<file path="src/rtl/uart_tx_fifo_if.sv">
// Host write port, status flags and transmitter launch handshake for uart_tx_fifo.
// master = host/transmitter side, slave = the FIFO itself.
interface uart_tx_fifo_if #(
  parameter int ADDR_W = 4
);
  logic              wr_en;
  logic [7:0]        wr_data;
  logic              ovf_clr;
  logic              full;
  logic              empty;
  logic [ADDR_W:0]   count;
  logic              overflow;
  logic [7:0]        TX_DATA;
  logic              TX_start;
  logic              TX_busy;

  modport master (
    output wr_en, wr_data, ovf_clr, TX_busy,
    input  full, empty, count, overflow, TX_DATA, TX_start
  );

  modport slave (
    input  wr_en, wr_data, ovf_clr, TX_busy,
    output full, empty, count, overflow, TX_DATA, TX_start
  );
endinterface

</file>
<file path="src/rtl/uart_tx_fifo.sv">
// Circular byte FIFO feeding a UART transmitter one byte at a time through a
// level-held TX_start / TX_busy handshake.
//
// state     | meaning
// IDLE      | no byte in flight; pop and launch when data queued and tx not busy
// WAIT_BUSY | TX_start held high until the transmitter reports busy
// WAIT_DONE | byte accepted by transmitter; wait for busy to drop
module uart_tx_fifo #(
  parameter int DEPTH  = 16,
  parameter int ADDR_W = 4
) (
  input  logic          clk,
  input  logic          rst,
  uart_tx_fifo_if.slave bus
);

  typedef enum logic [1:0] {
    IDLE      = 2'd0,
    WAIT_BUSY = 2'd1,
    WAIT_DONE = 2'd2
  } state_t;

  localparam logic [ADDR_W:0] FULL_CNT = (ADDR_W + 1)'(DEPTH);

  state_t              state;
  state_t              state_nxt;
  logic [7:0]          mem [DEPTH];
  logic [ADDR_W-1:0]   rd_ptr;
  logic [ADDR_W-1:0]   wr_ptr;
  logic [ADDR_W:0]     count;
  logic [7:0]          tx_data;
  logic                overflow;
  logic                full;
  logic                empty;
  logic                pop;
  logic                push;
  logic                drop;

  assign full  = (count == FULL_CNT);
  assign empty = (count == '0);

  // A pop frees a slot at the same edge, so a write into a full FIFO is kept then.
  assign push = bus.wr_en && (!full || pop);
  assign drop = bus.wr_en && full && !pop;

  always_ff @(posedge clk) begin
    if (!rst) begin
      state <= IDLE;
    end else begin
      state <= state_nxt;
    end
  end

  always_comb begin
    state_nxt = state;
    pop       = 1'b0;
    case (state)
      IDLE: begin
        if (!empty && !bus.TX_busy) begin
          pop       = 1'b1;
          state_nxt = WAIT_BUSY;
        end
      end
      WAIT_BUSY: begin
        if (bus.TX_busy) begin
          state_nxt = WAIT_DONE;
        end
      end
      WAIT_DONE: begin
        if (!bus.TX_busy) begin
          state_nxt = IDLE;
        end
      end
      default: state_nxt = IDLE;
    endcase
  end

  // Storage is not reset; the pointers and count define what is valid.
  always_ff @(posedge clk) begin
    if (push) begin
      mem[wr_ptr] <= bus.wr_data;
    end
  end

  always_ff @(posedge clk) begin
    if (!rst) begin
      rd_ptr   <= '0;
      wr_ptr   <= '0;
      count    <= '0;
      tx_data  <= 8'h00;
      overflow <= 1'b0;
    end else begin
      if (push) begin
        wr_ptr <= wr_ptr + ADDR_W'(1);
      end
      if (pop) begin
        rd_ptr  <= rd_ptr + ADDR_W'(1);
        tx_data <= mem[rd_ptr];
      end
      case ({push, pop})
        2'b10:   count <= count + (ADDR_W + 1)'(1);
        2'b01:   count <= count - (ADDR_W + 1)'(1);
        default: count <= count;
      endcase
      if (drop) begin
        overflow <= 1'b1;
      end else if (bus.ovf_clr) begin
        overflow <= 1'b0;
      end
    end
  end

  assign bus.full     = full;
  assign bus.empty    = empty;
  assign bus.count    = count;
  assign bus.overflow = overflow;
  assign bus.TX_DATA  = tx_data;
  assign bus.TX_start = (state == WAIT_BUSY);

endmodule

</file>
<file path="src/flat_wrapper.sv">
// flat-port wrapper written by rule: the top's interface ports become plain ports
module uart_tx_fifo_flat 
#(
  parameter int DEPTH  = 16,
  parameter int ADDR_W = 4
)
  (clk, rst, bus_wr_en, bus_wr_data, bus_ovf_clr, bus_TX_busy, bus_full, bus_empty, bus_count, bus_overflow, bus_TX_DATA, bus_TX_start);
  uart_tx_fifo_if #(.ADDR_W(ADDR_W)) bus_i ();
  input  logic clk;
  input  logic rst;
  input wire logic [$bits(bus_i.wr_en)-1:0] bus_wr_en;
  input wire logic [$bits(bus_i.wr_data)-1:0] bus_wr_data;
  input wire logic [$bits(bus_i.ovf_clr)-1:0] bus_ovf_clr;
  input wire logic [$bits(bus_i.TX_busy)-1:0] bus_TX_busy;
  output wire logic [$bits(bus_i.full)-1:0] bus_full;
  output wire logic [$bits(bus_i.empty)-1:0] bus_empty;
  output wire logic [$bits(bus_i.count)-1:0] bus_count;
  output wire logic [$bits(bus_i.overflow)-1:0] bus_overflow;
  output wire logic [$bits(bus_i.TX_DATA)-1:0] bus_TX_DATA;
  output wire logic [$bits(bus_i.TX_start)-1:0] bus_TX_start;
  assign bus_i.wr_en = bus_wr_en;
  assign bus_i.wr_data = bus_wr_data;
  assign bus_i.ovf_clr = bus_ovf_clr;
  assign bus_i.TX_busy = bus_TX_busy;
  assign bus_full = bus_i.full;
  assign bus_empty = bus_i.empty;
  assign bus_count = bus_i.count;
  assign bus_overflow = bus_i.overflow;
  assign bus_TX_DATA = bus_i.TX_DATA;
  assign bus_TX_start = bus_i.TX_start;
  uart_tx_fifo #(.DEPTH(DEPTH), .ADDR_W(ADDR_W)) u_core (.clk(clk), .rst(rst), .bus(bus_i));
endmodule
</file>
<file path="config.mk">
export PLATFORM = sky130hd
export DESIGN_NAME = uart_tx_fifo_flat
export DESIGN_NICKNAME = d
export VERILOG_FILES = /design/src/rtl/uart_tx_fifo_if.sv /design/src/rtl/uart_tx_fifo.sv /design/src/flat_wrapper.sv
export SDC_FILE = /design/constraint.sdc
export NUM_CORES = 1
export LEC_CHECK = 0
export CAP_MARGIN = 20
export CORE_MARGIN = 10
export CORE_UTILIZATION = 45
export CTS_CLUSTER_DIAMETER = 150
export DETAILED_ROUTE_END_ITERATION = 7
export GPL_ROUTABILITY_DRIVEN = 0
export SYNTH_ARGS = -nofsm -noshare
export SYNTH_HDL_FRONTEND = slang
export SYNTH_SLANG_ARGS = --single-unit
</file>
<file path="constraint.sdc">
create_clock -name clk -period 2.36 [get_ports clk]
set_input_delay 0.472 -clock clk [delete_from_list [all_inputs] [get_ports clk]]
set_output_delay 0.472 -clock clk [all_outputs]
set_load 0.01 [all_outputs]
</file>
---- After elaboration in Yosys (flattened, before gate mapping) ----
Memory sizes are Yosys's and may differ from the RTL's. A register that Yosys moved wholly into a read port is not among the register bits.
Index checks and enable logic that the tools add are counted.
word-level totals
  bits in writable memories ............... 128
  bits in registers ....................... 16
  input port bits ......................... 13
  memories ................................ 1
  bits in latches ......................... 0
  bits in read-only memories .............. 0
memories
  name        depth  width  read ports  clocked after memory_dff  wr ports  line                source
  u_core.mem  16     8      1           1                         1         uart_tx_fifo.sv:27  logic [7:0] mem [DEPTH];
cells by class
  equality and inequality tests ........... 8
  multiplexer cells ....................... 11
  reductions and logical operators ........ 15
  add/subtract/negate cells ............... 4
  multiply operators ...................... 0
  magnitude comparators ................... 0
  bitwise logic cells ..................... 0
  divide/modulo/power cells ............... 0
  shift-type cells ........................ 0
operator list
  kind                                                   number
  case mux 5 bit (2 select lines)                        1
  adder 4 x 1 -> 4 bit, second input constant            2
  2-to-1 mux 1 bit                                       6
  2-to-1 mux 2 bit                                       3
  case mux 2 bit (3 select lines)                        1
  adder 5 x 1 -> 5 bit, second input constant            1
  == test 5 bit, second input constant                   1
  zero test 1 bit                                        5
  zero test 5 bit                                        1
  subtractor 5 x 1 -> 5 bit, second input constant       1
  == test 2 x 1 -> 1 bit, second input constant          2
  == test 2 bit, second input constant                   2
  logical AND 1 bit                                      4
  inequality test 2 bit, second input constant           2
  nonzero test 2 bit                                     2
  AND reduction 3 bit                                    1
  zero test 2 bit                                        1
  inequality test 2 x 1 -> 1 bit, second input constant  1
  logical OR 1 bit                                       1

---- Logic depth before layout (Yosys ltp) ----
  depth in word-level cells ............... 9
  gate-level depth with buffers ........... 8

---- Least setup slack after synthesis ----
Ideal clock, no wire load.
  path type ............................... input-to-reg
  start point ............................. input port bus_wr_en
  end point ............................... register u_core.count[2], in the netlist u_core.bus.count[2]
  stages .................................. 7
  path slack .............................. 255 ps
  data arrival time ....................... 1,982 ps
  required time ........................... 2,237 ps
  buffers on the path ..................... 0
  setup time .............................. 123 ps
  cell sequence ........................... or4_1 -> a21oi_1 -> xor2_1 -> ha_1 -> a2111oi_0 -> a31oi_1 -> mux2i_1
between the ends
  cells in the longest elaborated chain, start to end .. 3
  elaborated cells between the ends (all ways) .. 5
ends and longest elaborated chain
  item                                                                          line                 source
  from (decl)                                                                   flat_wrapper.sv:11   input wire logic [$bits(bus_i.wr_en)-1:0] bus_wr_en;
  logical AND 1 bit (*)                                                         uart_tx_fifo.sv:43   assign push = bus.wr_en && (!full || pop);
  == test 2 x 1 -> 1 bit / == test 2 bit (equally long branches)                uart_tx_fifo.sv:100  case ({push, pop})
  case mux 5 bit (2 select lines) / nonzero test 2 bit (equally long branches)  -
  to (signal assigned)                                                          uart_tx_fifo.sv:101  2'b10: count <= count + (ADDR_W + 1)'(1);
  to (signal assigned)                                                          uart_tx_fifo.sv:102  2'b01: count <= count - (ADDR_W + 1)'(1);
  to (signal assigned)                                                          uart_tx_fifo.sv:103  default: count <= count;
  to (decl)                                                                     uart_tx_fifo.sv:30   logic [ADDR_W:0] count;
Mark *: on every way between the ends. The rest lies on a longest branch, timed or not.
A chain may end at the register's enable or synchronous reset.

---- Final worst setup path ----
  start point ............................. register u_core.count[2], in the netlist u_core.bus.count[2]
  end point ............................... output port bus_full
between the ends
  cells in the longest elaborated chain, start to end .. 1
ends and longest elaborated chain
  item           line                source
  == test 5 bit  uart_tx_fifo.sv:39  assign full = (count == FULL_CNT);
  to (decl)      flat_wrapper.sv:15  output wire logic [$bits(bus_i.full)-1:0] bus_full;
Every way passes these cells.

==> results.py <==
metrics = {
    "layout": {
        "final_cells": 587,
        "area_growth_syn_to_layout_pct": 21.08,
        "n_antenna_cell": 0,
        "final_common_cell": "edfxtp_1",
        "final_layout_size_suffix_gt1_share_pct": 25.30,
        "layout_common_cells": "128 x edfxtp_1, 33 x buf_4, 32 x mux4_2",
        "fin_nets": 417,
    },
    "critical_path": {
        "critical_path_buf_inv_count": 1,
        "crit_path_max_incr_delay_ns": 0.57,
        "cp-start-kind": "register",
        "crit_path_end_kind": "output pin",
        "crit_start": "u_core.bus.count[2]",
        "cp.required_ns": 1.89,
        "path_cells": "or4_4 > nor2_1 > dlygate4sd2_1",
        "r2r_slack_ns": 0.22,
        "cp_num_cells": 3,
        "slowest_stage": "or4_4",
        "r2r_cells": 7,
        "crit_family": "simple AND/OR/NAND/NOR gates",
        "path_max_fanout": 4,
        "critical_path_class": "register to output pin",
        "cp.arrival_ns": 1.73,
        "r2r_start": "u_core.state[1]",
    },
    "route": {
        "drt-initial-drc-count": 244,
        "ant_nets": 0,
        "vias": 3161,
        "first_pass_iters": 4,
        "wirelength_met1_um": 5212,
        "met2_length_um": 5794,
        "wl_per_cell_um": 20.50,
        "vias_per_cell": 5.385,
        "dr_wl_met3_um": 769,
        "drc": 0,
        "highest_layer": "met4",
        "routed_wl_um": 12030,
    },
    "die": {
        "fp.dieH_um": 136.4,
        "die_area_sq_um": 18610,
        "fp.dieW_um": 136.4,
        "rows": 42,
        "start_util_pct": 46.04,
        "ios": 30,
        "core-area_sq_um": 13240,
    },
    "placed_design": {
        "numPortBuffers": 29,
        "place_inst": 553,
        "hpwl_um": 7570,
        "dp_slack_ns": -0.2449,
    },
    "clocking": {
        "clock_latency_ns": 0.42,
        "root_buffer": "clkbuf_16",
        "path_clk_slew_ns": 0.06,
        "cts_buffers": 17,
        "htree_num_levels": 4,
        "cts.sinks": 152,
        "cts_tree": "built",
        "clock_path_buffers": 2,
    },
    "logic_synthesis": {
        "yosysWarnings": 0,
        "async_flop_share_pct": 0,
        "postSynthAreaPerCell_sq_um": 18.25,
        "syn_area_sq_um": 6097,
        "synth-seq-cells": 152,
        "syn_nets": 353,
        "ys.flop_type": "edfxtp_1",
        "ys_seq_area_share_pct": 70.92,
        "synth_cell_types": 45,
        "synth_edf_count": 128,
        "netlist_instances": 334,
    },
    "timing": {
        "tightest_slew_ns": 0.5668,
        "min_period_ns": 2.198,
        "setup_violations": 0,
        "fmax_mhz": 455.0,
        "setup_ws_ns": 0.1622,
        "skew_ns": 0.009407,
        "rsz0062_at_grt": "false",
        "slew_viol_final": 0,
        "finalCritPeriodShare_pct": 93.13,
        "hold_viol": 0,
        "tns_ns": 0,
        "slew_headroom_pct": 62.09,
    },
    "global_route": {
        "antenna_found_initial": 0,
        "grt.overflow.total": 0,
        "grt_max_degree": 36,
        "grt_pass1_vias": 3356,
        "grt_use_total_pct": 14.10,
        "grt_pass1_wl_um": 19180,
    },
    "min_path": {
        "min_path_cells": 2,
        "hold_class": "register to register",
        "min-delay-start": "u_core.bus.TX_DATA[6]",
    },
    "power_and_ir_drop": {
        "finalPower_w": 0.007102,
        "powerDensity_nw_per_um2": 962.0,
        "vdd_drop_max_uv": 428.4,
        "leakage_nw": 2.459,
    },
    "outcome": {
        "status": "completed",
    },
    "run": {
        "drv_cap": 0,
    },
}
-- through the flow --
stage          hold slack, ns  util, %  area (sq um)
2_1_floorplan          0.4782        -          6097
3_3_place_gp           0.4686    51.22          6783
3_5_place_dp           0.4695    51.22          6783
4_1_cts                0.4887    55.74          7382
5_1_grt                0.5257    55.74          7382
6_report               0.4927    55.74          7382
-- repair_timing --
| action | in CTS | in global routing |
|---|---|---|
| hold buffers | 0 | 0 |
| gates resized for setup | 2 | 0 |
| setup buffers | 2 | 0 |
| endpoints found under the setup margin | 2 | 0 |
-- power breakdown --
group	internal (W)	switching [W]	total [W]	leakage (nW)
Sequential	0.00305	0.000107	0.00315	1.35
Combinational	0.000675	0.000676	0.00135	0.812
Clock	0.00161	0.000987	0.00260	0.295
Total	0.00533	0.00177	0.00710	2.46
-- area by class of cell --
| class | count | area (sq um) |
|---|---|---|
| multi-input combinational | 159 | 1659 |
| inverter | 4 | 15.01 |
| fill | 1054 | 5861 |
| clock buffer | 26 | 553.0 |
| sequential | 152 | 4325 |
| timing repair buffer | 64 | 575.6 |
| tap | 176 | 220.2 |
| clock inverter | 6 | 33.78 |
-- cells in the mapped netlist (2+ instances only) --
cell type	count	area [sq um]
xor2_1	5	43.79
clkbuf_2	2	10.01
nor3_1	7	35.03
nor2_1	20	75.07
clkbuf_1	5	18.77
nand2_1	10	37.54
buf_2	5	25.02
nand2b_1	7	43.79
buf_1	4	15.01
mux4_2	32	720.7
a21oi_1	3	15.01
nor4_1	2	12.51
or3_1	3	18.77
mux2i_1	24	240.2
o221ai_1	8	70.07
inv_1	3	11.26
buf_6	2	22.52
edfxtp_1	128	3844
dfxtp_1	24	480.5
ha_1	6	75.07
nand3_1	10	50.05
-- metal layers --
metal / global-route usage (%) / vias up
met5: 0 / -
met4: 6.864 / 0
met3: 4.170 / 20
met2: 22.22 / 80
met1: 17.44 / 1580
li1: - / 1481
-- worst register-to-register path, cell delays in order, from the launching register on --
cell,delay (ns)
dfxtp_1,0.38
or4_1,0.57
a21oi_1,0.22
xor2_1,0.11
ha_1,0.23
a2111oi_0,0.31
a31oi_1,0.10
mux2i_1,0.13
-- sequential cells by signal, summed over array words and instances, names as in the netlist --
name and cells:
u_core.bus.TX_DATA 8, u_core.bus.count 5, u_core.bus.overflow 1, u_core.mem 128, u_core.rd_ptr 4, u_core.state 2
u_core.wr_ptr 4
-- final timing paths --
check                           to
min          u_core.bus.TX_DATA[6]
max                       bus_full
min reg2reg  u_core.bus.TX_DATA[6]
max reg2reg    u_core.bus.count[2]
-- cells by family (layout without fill, tap and decap cells) --
family                   count (synthesis)  count (layout)  share of synthesized area, %
flip-flops                             152             152                         70.92
AND/OR/NAND/NOR                         68              68                         5.828
XOR/XNOR                                 6               6                        0.8619
adder cells (fa/ha/maj)                  6               6                         1.231
multiplexers                            56              56                         15.76
AO/OA/AOI/OAI                           23              23                         3.530
buffers and inverters                   23             100                         1.867
Power figures use the tool's default switching activity.
